--- config.mk ---
export PLATFORM = sky130hd
export DESIGN_NAME = z80_bus_sequencer
export DESIGN_NICKNAME = d
export VERILOG_FILES = /design/src/rtl/z80_bus_sequencer.sv
export SDC_FILE = /design/constraint.sdc
export NUM_CORES = 1
export LEC_CHECK = 0
export ABC_AREA = 1
export CAP_MARGIN = 10
export CORE_MARGIN = 10
export CORE_UTILIZATION = 47
export CTS_CLUSTER_DIAMETER = 150
export DETAILED_ROUTE_END_ITERATION = 8
export GPL_TIMING_DRIVEN = 1
export PLACE_DENSITY = 0.85
export SETUP_SLACK_MARGIN = 0.2
export SYNTH_ARGS = -nofsm -noshare
export SYNTH_HDL_FRONTEND = slang
export SYNTH_SLANG_ARGS = --single-unit
--- constraint.sdc ---
create_clock -name CLK -period 4.1 [get_ports CLK]
set_clock_uncertainty 0.2 [all_clocks]
set_input_delay 1.23 -clock CLK [delete_from_list [all_inputs] [get_ports CLK]]
set_output_delay 1.23 -clock CLK [all_outputs]
set_load 0.03 [all_outputs]
--- src/rtl/z80_bus_sequencer.sv ---
// Z80-style bus cycle generator: turns a level request from the CPU core into
// T-state sequenced strobes with programmed and external wait states.
module z80_bus_sequencer #(
  parameter int ADDR_W      = 16,
  parameter int DATA_W      = 8,
  parameter int MEM_WAIT    = 0,
  parameter int IO_WAIT     = 1,
  parameter int INTACK_WAIT = 2
) (
  input  logic              CLK,
  input  logic              nRESET,
  input  logic              REQ,
  input  logic              REQ_WR,
  input  logic              REQ_IO,
  input  logic              REQ_M1,
  input  logic              REQ_INTACK,
  input  logic [ADDR_W-1:0] REQ_ADDR,
  input  logic [DATA_W-1:0] REQ_DATA,
  output logic              ACK,
  output logic [DATA_W-1:0] RD_DATA,
  output logic              BUSY,
  output logic [ADDR_W-1:0] ADDRESS,
  output logic [DATA_W-1:0] DATA_OUT,
  output logic              DATA_OE,
  input  logic [DATA_W-1:0] DATA_IN,
  input  logic              nWAIT,
  output logic              nMREQ,
  output logic              nIORQ,
  output logic              nRD,
  output logic              nWR,
  output logic              nM1
);

  typedef enum logic [2:0] {IDLE, T1, T2, TW, T3} state_t;

  state_t            state_q, state_d;
  logic [3:0]        waitCnt_q, waitCnt_d;
  logic              isWr_q, isWr_d;
  logic              isIo_q, isIo_d;
  logic              isMem_q, isMem_d;
  logic              isM1_q, isM1_d;
  logic              isIntack_q, isIntack_d;
  logic [ADDR_W-1:0] addr_q, addr_d;
  logic [DATA_W-1:0] dataOut_q, dataOut_d;
  logic [DATA_W-1:0] rdData_q, rdData_d;
  logic              ack_q, ack_d;
  logic              oe_q, oe_d;
  logic              nMreq_q, nMreq_d;
  logic              nIorq_q, nIorq_d;
  logic              nRd_q, nRd_d;
  logic              nWr_q, nWr_d;
  logic              nM1_q, nM1_d;

  logic              decIntack, decIo, decWr, decMem, decM1;
  logic [3:0]        decWait;
  logic              active, late;

  // INTACK overrides IO and write; M1 only qualifies a plain memory read.
  assign decIntack = REQ_INTACK;
  assign decIo     = !REQ_INTACK && REQ_IO;
  assign decWr     = !REQ_INTACK && REQ_WR;
  assign decMem    = !REQ_INTACK && !REQ_IO;
  assign decM1     = decMem && !decWr && REQ_M1;
  assign decWait   = decIntack ? 4'(INTACK_WAIT) :
                     decIo     ? 4'(IO_WAIT)     : 4'(MEM_WAIT);

  always_comb begin
    state_d    = state_q;
    waitCnt_d  = waitCnt_q;
    isWr_d     = isWr_q;
    isIo_d     = isIo_q;
    isMem_d    = isMem_q;
    isM1_d     = isM1_q;
    isIntack_d = isIntack_q;
    addr_d     = addr_q;
    dataOut_d  = dataOut_q;
    rdData_d   = rdData_q;
    ack_d      = 1'b0;

    case (state_q)
      IDLE: begin
        // The ACK cycle is a forced turnaround before the next acceptance.
        if (REQ && !ack_q) begin
          state_d    = T1;
          waitCnt_d  = decWait;
          isWr_d     = decWr;
          isIo_d     = decIo;
          isMem_d    = decMem;
          isM1_d     = decM1;
          isIntack_d = decIntack;
          addr_d     = REQ_ADDR;
          dataOut_d  = REQ_DATA;
        end
      end
      T1: state_d = T2;
      T2: state_d = ((waitCnt_q != 4'd0) || !nWAIT) ? TW : T3;
      TW: begin
        waitCnt_d = (waitCnt_q != 4'd0) ? waitCnt_q - 4'd1 : 4'd0;
        if ((waitCnt_d == 4'd0) && nWAIT) state_d = T3;
      end
      T3: begin
        state_d = IDLE;
        ack_d   = 1'b1;
        if (!isWr_q) rdData_d = DATA_IN;
      end
      default: state_d = IDLE;
    endcase

    // Strobes are derived from the state being entered so they come out registered.
    active  = (state_d != IDLE);
    late    = (state_d == T2) || (state_d == TW) || (state_d == T3);
    nM1_d   = !(active && (isM1_d || isIntack_d));
    nMreq_d = !(active && isMem_d);
    nRd_d   = !(active && !isWr_d && (isMem_d || (late && isIo_d)));
    nIorq_d = !(late && (isIo_d || isIntack_d));
    nWr_d   = !(late && isWr_d);
    oe_d    = active && isWr_d;
  end

  always_ff @(posedge CLK or negedge nRESET) begin
    if (!nRESET) begin
      state_q    <= IDLE;
      waitCnt_q  <= 4'd0;
      isWr_q     <= 1'b0;
      isIo_q     <= 1'b0;
      isMem_q    <= 1'b0;
      isM1_q     <= 1'b0;
      isIntack_q <= 1'b0;
      addr_q     <= '0;
      dataOut_q  <= '0;
      rdData_q   <= '0;
      ack_q      <= 1'b0;
      oe_q       <= 1'b0;
      nMreq_q    <= 1'b1;
      nIorq_q    <= 1'b1;
      nRd_q      <= 1'b1;
      nWr_q      <= 1'b1;
      nM1_q      <= 1'b1;
    end else begin
      state_q    <= state_d;
      waitCnt_q  <= waitCnt_d;
      isWr_q     <= isWr_d;
      isIo_q     <= isIo_d;
      isMem_q    <= isMem_d;
      isM1_q     <= isM1_d;
      isIntack_q <= isIntack_d;
      addr_q     <= addr_d;
      dataOut_q  <= dataOut_d;
      rdData_q   <= rdData_d;
      ack_q      <= ack_d;
      oe_q       <= oe_d;
      nMreq_q    <= nMreq_d;
      nIorq_q    <= nIorq_d;
      nRd_q      <= nRd_d;
      nWr_q      <= nWr_d;
      nM1_q      <= nM1_d;
    end
  end

  assign ACK      = ack_q;
  assign RD_DATA  = rdData_q;
  assign BUSY     = (state_q != IDLE);
  assign ADDRESS  = addr_q;
  assign DATA_OUT = dataOut_q;
  assign DATA_OE  = oe_q;
  assign nMREQ    = nMreq_q;
  assign nIORQ    = nIorq_q;
  assign nRD      = nRd_q;
  assign nWR      = nWr_q;
  assign nM1      = nM1_q;

endmodule

After elaboration in Yosys (flattened, before gate mapping)
Cells that the tools add are included.

Register bits after elaboration: 51. Input port bits: 40. Output and inout port bits: 40. Word-level logic and storage cells: 88.

Add/sub/neg operators: 1. Equal/unequal tests: 8. Mux-type cells: 20. Bitwise gates (word level): 1. Reduce and logical (&&, ||, !) cells: 41.

Operator list (number): $logic_and 1x1->1 (15); $eq 3x2->1 const B (4); $mux 1 (12); $pmux 3 s4 (1); $logic_not 1->1 (11); $mux 3 (3); $mux 4 (2); $pmux 4 s2 (1); $eq 3x3->1 const B (2); $logic_or 1x1->1 (6); $reduce_and 2->1 (3); $reduce_bool 3->1 (2); $logic_not 4->1 (1); $reduce_bool 4->1 (1); $sub 4x1->4 const B (1); $eq 3x1->1 const B (1); $logic_not 3->1 (1); $mux 2 (1); $ne 2x2->1 const B (1); $reduce_bool 2->1 (1); $not 1->1 (1).

Longest topological paths before layout
Gate-level depths: netlist of run 1.

Word-level depth: 13. Mapped depth: 8. Mapped depth without buffers: 7.

Worst setup path after synthesis of run 1
No wires, ideal clock.

Kind: reg2out. Start point: register state_q[0]. End point: output port BUSY. Arrival: 709 ps. Required time: 2670 ps. Slack: 1961 ps. Cell stages (with the launch flop): 3. Path buffers: 0. Path through: dfrtp_1 -> nor2_1 -> nand2_4.

Word-level cells in the longest chain between the ends: 1.

Ends and longest elaborated chain: from (decl) (RTL line 36) `state_t state_q, state_d;`; from (signal assigned) (RTL line 140) `state_q <= state_d;`; $reduce_bool 3->1 (RTL line 162) `assign BUSY = (state_q != IDLE);`; to (decl) (RTL line 21) `output logic BUSY,`.

Every way passes these cells.

Worst setup path in the final report of run 1
Same ends and word-level chain as after synthesis.

==> run metrics, run 1 <==
status=finished clean; share of the clock period used by the worst path=76.3%; Worst Path Max Fanout=4; CTS max path bufs=2; leak pwr=1.50 nW; clock slew at reported path FFs=0.10 ns; RSZ-0062 raised after global routing=false; routed wire length=5.33 mm; # IOs=80; Setup violations, final=0; DRC=0; Tot GR Track Use=14.5%; largest stage delay on the critical path=0.61 ns; final count of pins violating max slew=0; mapped cell area=2100 µm²; clk_lat worst skew=0.31 ns; Post-Syn Area per Cell=8.74 µm²; Post-Route Hold Slack=0.240 ns; worst hold path type=register to register; Worst Setup End Kind=primary output; initial core utilization=48.5%; drt wl/cell=14.3 µm; Critical path buffers and inverters=1; gpl congestion=0.741; Yosys Warn Count=0; vias in the first global route=1826; Core Box Area=4320 µm²; row count=24; Num CTS Buffers=5; WP data arrival=1.70 ns; via count=1807; area grow syn2layout=44.2%; Initial DRT Pass Iterations=4; input/output buffers=79; Yosys reg bits=51; VDD IR-drop max=448 µV; number of setup buffers added after CTS=0; Initial DRC Count=122; Req. time, crit path=2.67 ns; worst-margin pin slew=1.10 ns; Die Area=7530 µm²; sequential-to-total area share from yosys stat=61.2%; hold buffer count at cts=0; cell count after synthesis=240; fmax=0.319 GHz; chip width=86.8 µm; headroom to the max-slew limit=26.7%; critical path type=register to primary output; initial antenna violation count=0; number of nets still failing antenna checks after routing=0; Slowest cell on crit path=clkdlybuf4s50_1; syn_nets=280; Gates resized, CTS repair=0; worst-path cell chain=nor2_1, nand2_4, clkdlybuf4s50_1; DP HPWL=3.95 mm; Netlist cell types=21; CTS tree=built; Root Buffer=clkbuf_8; Worst setup SP type=register; Layout fillers=346; die height=86.8 µm; kind of cell adding the most delay to the critical path=buffers and inverters; # Max-Cap Violations=0; largest net degree at the start of global routing=52; Via density=4.83; antenna fix cells=0; Final Hold Fails=0; Fin Setup TNS=0 ns; # H-tree levels=2; total grt overflow=0; nets=361; first-pass GRT wire length=8.79 mm; share of post-route cells with drive strength above 1=6.83%; Sink Count=51; minimum clock period=3.13 ns; Pwr per Cell Area=829 nW/µm²
[worst paths after layout]
path / to / cells after the start / start / slack [ns]
hold reg to reg: nWR / 1 / isWr_q / 0.24
setup / recovery: BUSY / 3 / state_q[0] / 0.97
setup reg to reg: nRD / 6 / state_q[0] / 2.18
max in group asynchronous: ADDRESS[9] / 1 / nRESET / 2.10
hold / removal: nWR / 1 / isWr_q / 0.24
min in group asynchronous: isIntack_q / 1 / nRESET / 0.93
[layout by cell type (no fill, tap or decap)]
| master | n |
|---|---|
| o21ai_1 | 2 |
| nor2_1 | 12 |
| nand2_4 | 2 |
| dfrtp_1 | 46 |
| inv_2 | 3 |
| clkdlybuf4s50_1 | 78 |
| o21ai_0 | 4 |
| dfstp_2 | 5 |
| clkinv_1 | 1 |
| a21oi_1 | 4 |
| nand3_1 | 21 |
| nor3_1 | 1 |
| nand4_1 | 1 |
| clkinv_2 | 1 |
| clkbuf_8 | 5 |
| nand2_1 | 111 |
| o2111ai_1 | 1 |
| clkinv_4 | 1 |
| inv_1 | 17 |
| buf_2 | 1 |
| o211ai_1 | 1 |
| bufinv_16 | 1 |
| nor3_2 | 1 |
| nor2_4 | 2 |
[registers in the layout (all words and copies together), names as in the netlist, 3 cells and up]
| register | cells |
|---|---|
| ADDRESS | 16 |
| state_q | 3 |
| DATA_OUT | 8 |
| RD_DATA | 8 |
| waitCnt_q | 4 |
[cells in the mapped netlist (all sizes together)]
master	n	area share, %
nand2	113	21
dfrtp	46	55
nand3	21	5.0
inv	20	3.6
nor2	14	3.2
o21ai	6	1.4
buf	5	1.7
dfstp	5	6.3
a21oi	4	0.95
nor3	2	0.72
clkinv	1	0.18
nand4	1	0.30
o2111ai	1	0.42
o211ai	1	0.36
[stage by stage]
stage,area (µm²),std cells,setup WS (ns),power (mW),utilization (%)
after floorplan,2100,240,1.96,1.66,-
after global placement,2910,366,1.15,2.14,67.3
after detailed placement,2910,366,1.06,2.18,67.3
after CTS,3020,374,0.961,2.53,69.9
after global routing,3020,374,0.908,2.69,69.9
final,3020,374,0.970,2.51,69.9
[worst register-to-register path, delay by kind of cell, from the launching register on]
family	cells	cell delay, ns
AND/OR/NAND/NOR	6	1.23
flip-flops	1	0.42
[routing by layer]
metal	GRT usage, %	share of wire (%)	up-vias
met2	21.8	45	64
met3	8.72	12	7
met4	3.98	1.0	0
met1	17.1	41	831
met5	0	0	-
li1	-	-	905
[area by class of cell]
cell class	instances	area (µm²)	area share [%]
inverter	21	78.8	2.61
sequential	51	1280	42.4
tap	52	65.1	2.15
clock buffer	5	68.8	2.28
clock inverter	3	43.8	1.45
timing repair buffer	79	786	26.0
multi-input combinational	163	699	23.1
[where the power goes]
group	switching (mW)	total, mW	internal [mW]
combinational	0.810	1.29	0.484
sequential	0.120	0.860	0.741
clock	0.171	0.353	0.182
total	1.10	2.51	1.41
[cell families after synthesis]
logic type             Yosys count  share of synthesized area [%]
AND/OR/NAND/NOR                151                           30.2
flip-flops                      51                           61.2
buffers and inverters           26                           5.49
AO/OA/AOI/OAI                   12                           3.16
Power figures use the tool's default switching activity.
==> run 2, diff against run 1 <==
Settings changed: CORE_UTILIZATION 47 to 43, PLACE_DENSITY 0.85 to 0.79.
Clock period 4.1 ns to 3.07 ns, I/O delays scaled along.
==> run metrics, run 2 (synthesized netlist as in run 1, its figures left out) <==
status=finished clean; clk_lat worst skew=0.30 ns; minimum clock period=2.76 ns; chip width=89.8 µm; fmax=0.362 GHz; Comb power frac=53.2%; gpl congestion=0.787; Post-Route Hold Slack=0.240 ns; DRC=0; area post-placement=2950 µm²; Sink Count=51; VDD IR-drop max=532 µV; Clk network pwr share=11.3%; post-route cell area=3030 µm²; Via density=4.53; Reg power frac=35.5%; Setup violations, final=0; Initial DRC Count=100; clock slew at reported path FFs=0.08 ns; # IOs=80; # Max-Cap Violations=0; DP HPWL=3.93 mm; Worst Path Max Fanout=4; number of setup buffers added after CTS=0; Worst setup SP type=register; Root Buffer=clkbuf_8; CTS max path bufs=2; routed wire length=5.14 mm; Multi-input gate area=699 µm²; Core Box Area=4720 µm²; Gates resized, CTS repair=0; initial antenna violation count=0; Pint=1.80 mW; sw power=1.43 mW; critical path type=register to primary output; area grow syn2layout=44.7%; Initial DRT Pass Iterations=4; sw frac=44.2%; Pwr per Cell Area=1060 nW/µm²; Req. time, crit path=1.95 ns; Num CTS Buffers=5; RSZ-0062 raised after global routing=false; antenna fix cells=0; DP Worst Slack=0.467 ns; drt wl/cell=13.1 µm; vias in the first global route=1804; Largest register FFs=16; row count=25; register area=1280 µm²; final worst slack=0.311 ns; WP data arrival=1.64 ns; # H-tree levels=2; input/output buffers=79; initial core utilization=44.4%; largest net degree at the start of global routing=35; nets=364; most used cells in the layout excluding fill and tap cells=nand2_1, clkdlybuf4s50_1, dfrtp_1; Final Hold Fails=0; die height=89.8 µm; via count=1775; Die Area=8070 µm²; worst-margin pin slew=0.667 ns; leak pwr=1.50 nW; headroom to the max-slew limit=55.5%; total grt overflow=0; Fin Setup TNS=0 ns; Layout fillers=413; worst hold path type=register to register; Worst Setup End Kind=primary output; CTS tree=built; hold buffer count at cts=0; number of nets still failing antenna checks after routing=0; Tot GR Track Use=13.0%; first-pass GRT wire length=8.69 mm; share of post-route cells with drive strength above 1=7.08%; commonest non-fill, non-tap cell in the layout=nand2_1; final count of pins violating max slew=0; share of the clock period used by the worst path=89.9%
[run 2: changes by cell type in the layout (fill, tap and decap cells not counted)]
cell and delta:
clkinv_4 -1, buf_4 +3, clkbuf_1 +2, bufinv_16 -1
[run 2: power by group through the flow]
stage          Combinational [mW]  Clock (mW)  Sequential [mW]
4_1_cts                      1.75       0.374             1.15
3_3_place_gp                 1.71           0             1.15
3_5_place_dp                 1.74           0             1.16
2_1_floorplan               0.601           0             1.61
5_1_grt                      1.90       0.411             1.19
6_report                     1.72       0.363             1.15
[run 2: stage by stage]
step	util, %	instances	total power, mW
after global placement	62.5	384	2.86
after detailed placement	62.5	384	2.90
after global routing	64.2	392	3.50
final	64.2	392	3.23
after CTS	64.2	392	3.28
after floorplan	-	240	2.21
[run 2: layout make-up]
cell class                      count  area share (%)
Sequential cell                    51            42.3
Timing Repair Buffer               82            26.6
Multi-Input combinational cell    163            23.1
Tap cell                           67            2.76
Inverter                           21            2.60
Clock buffer                        7            2.52
Clock inverter                      1           0.165
[run 2: critical path, cell delays in order, from the launching register on]
cell,delay [ns]
dfrtp_1,0.41
nor2_1,0.21
nand2_4,0.10
clkdlybuf4s50_1,0.62
[run 2: worst paths after layout]
check                           start    endpoint  slack [ns]  cells past startpoint
setup / recovery           state_q[0]        BUSY        0.31                      3
hold / removal                 isWr_q         nWR        0.24                      1
setup reg to reg           state_q[0]     DATA_OE        1.38                      6
hold reg to reg                isWr_q         nWR        0.24                      1
max in group asynchronous      nRESET         nM1        1.54                      2
min in group asynchronous      nRESET  RD_DATA[1]        0.45                      1
[run 2: layer usage]
| metal | routed length [µm] | part of all wire (%) | global-route usage (%) |
|---|---|---|---|
| met1 | 2060 | 40 | 14.7 |
| met2 | 2460 | 48 | 20.7 |
| met3 | 566 | 11 | 7.15 |
| met4 | 60 | 1.2 | 3.23 |
| met5 | 0 | 0 | 0 |
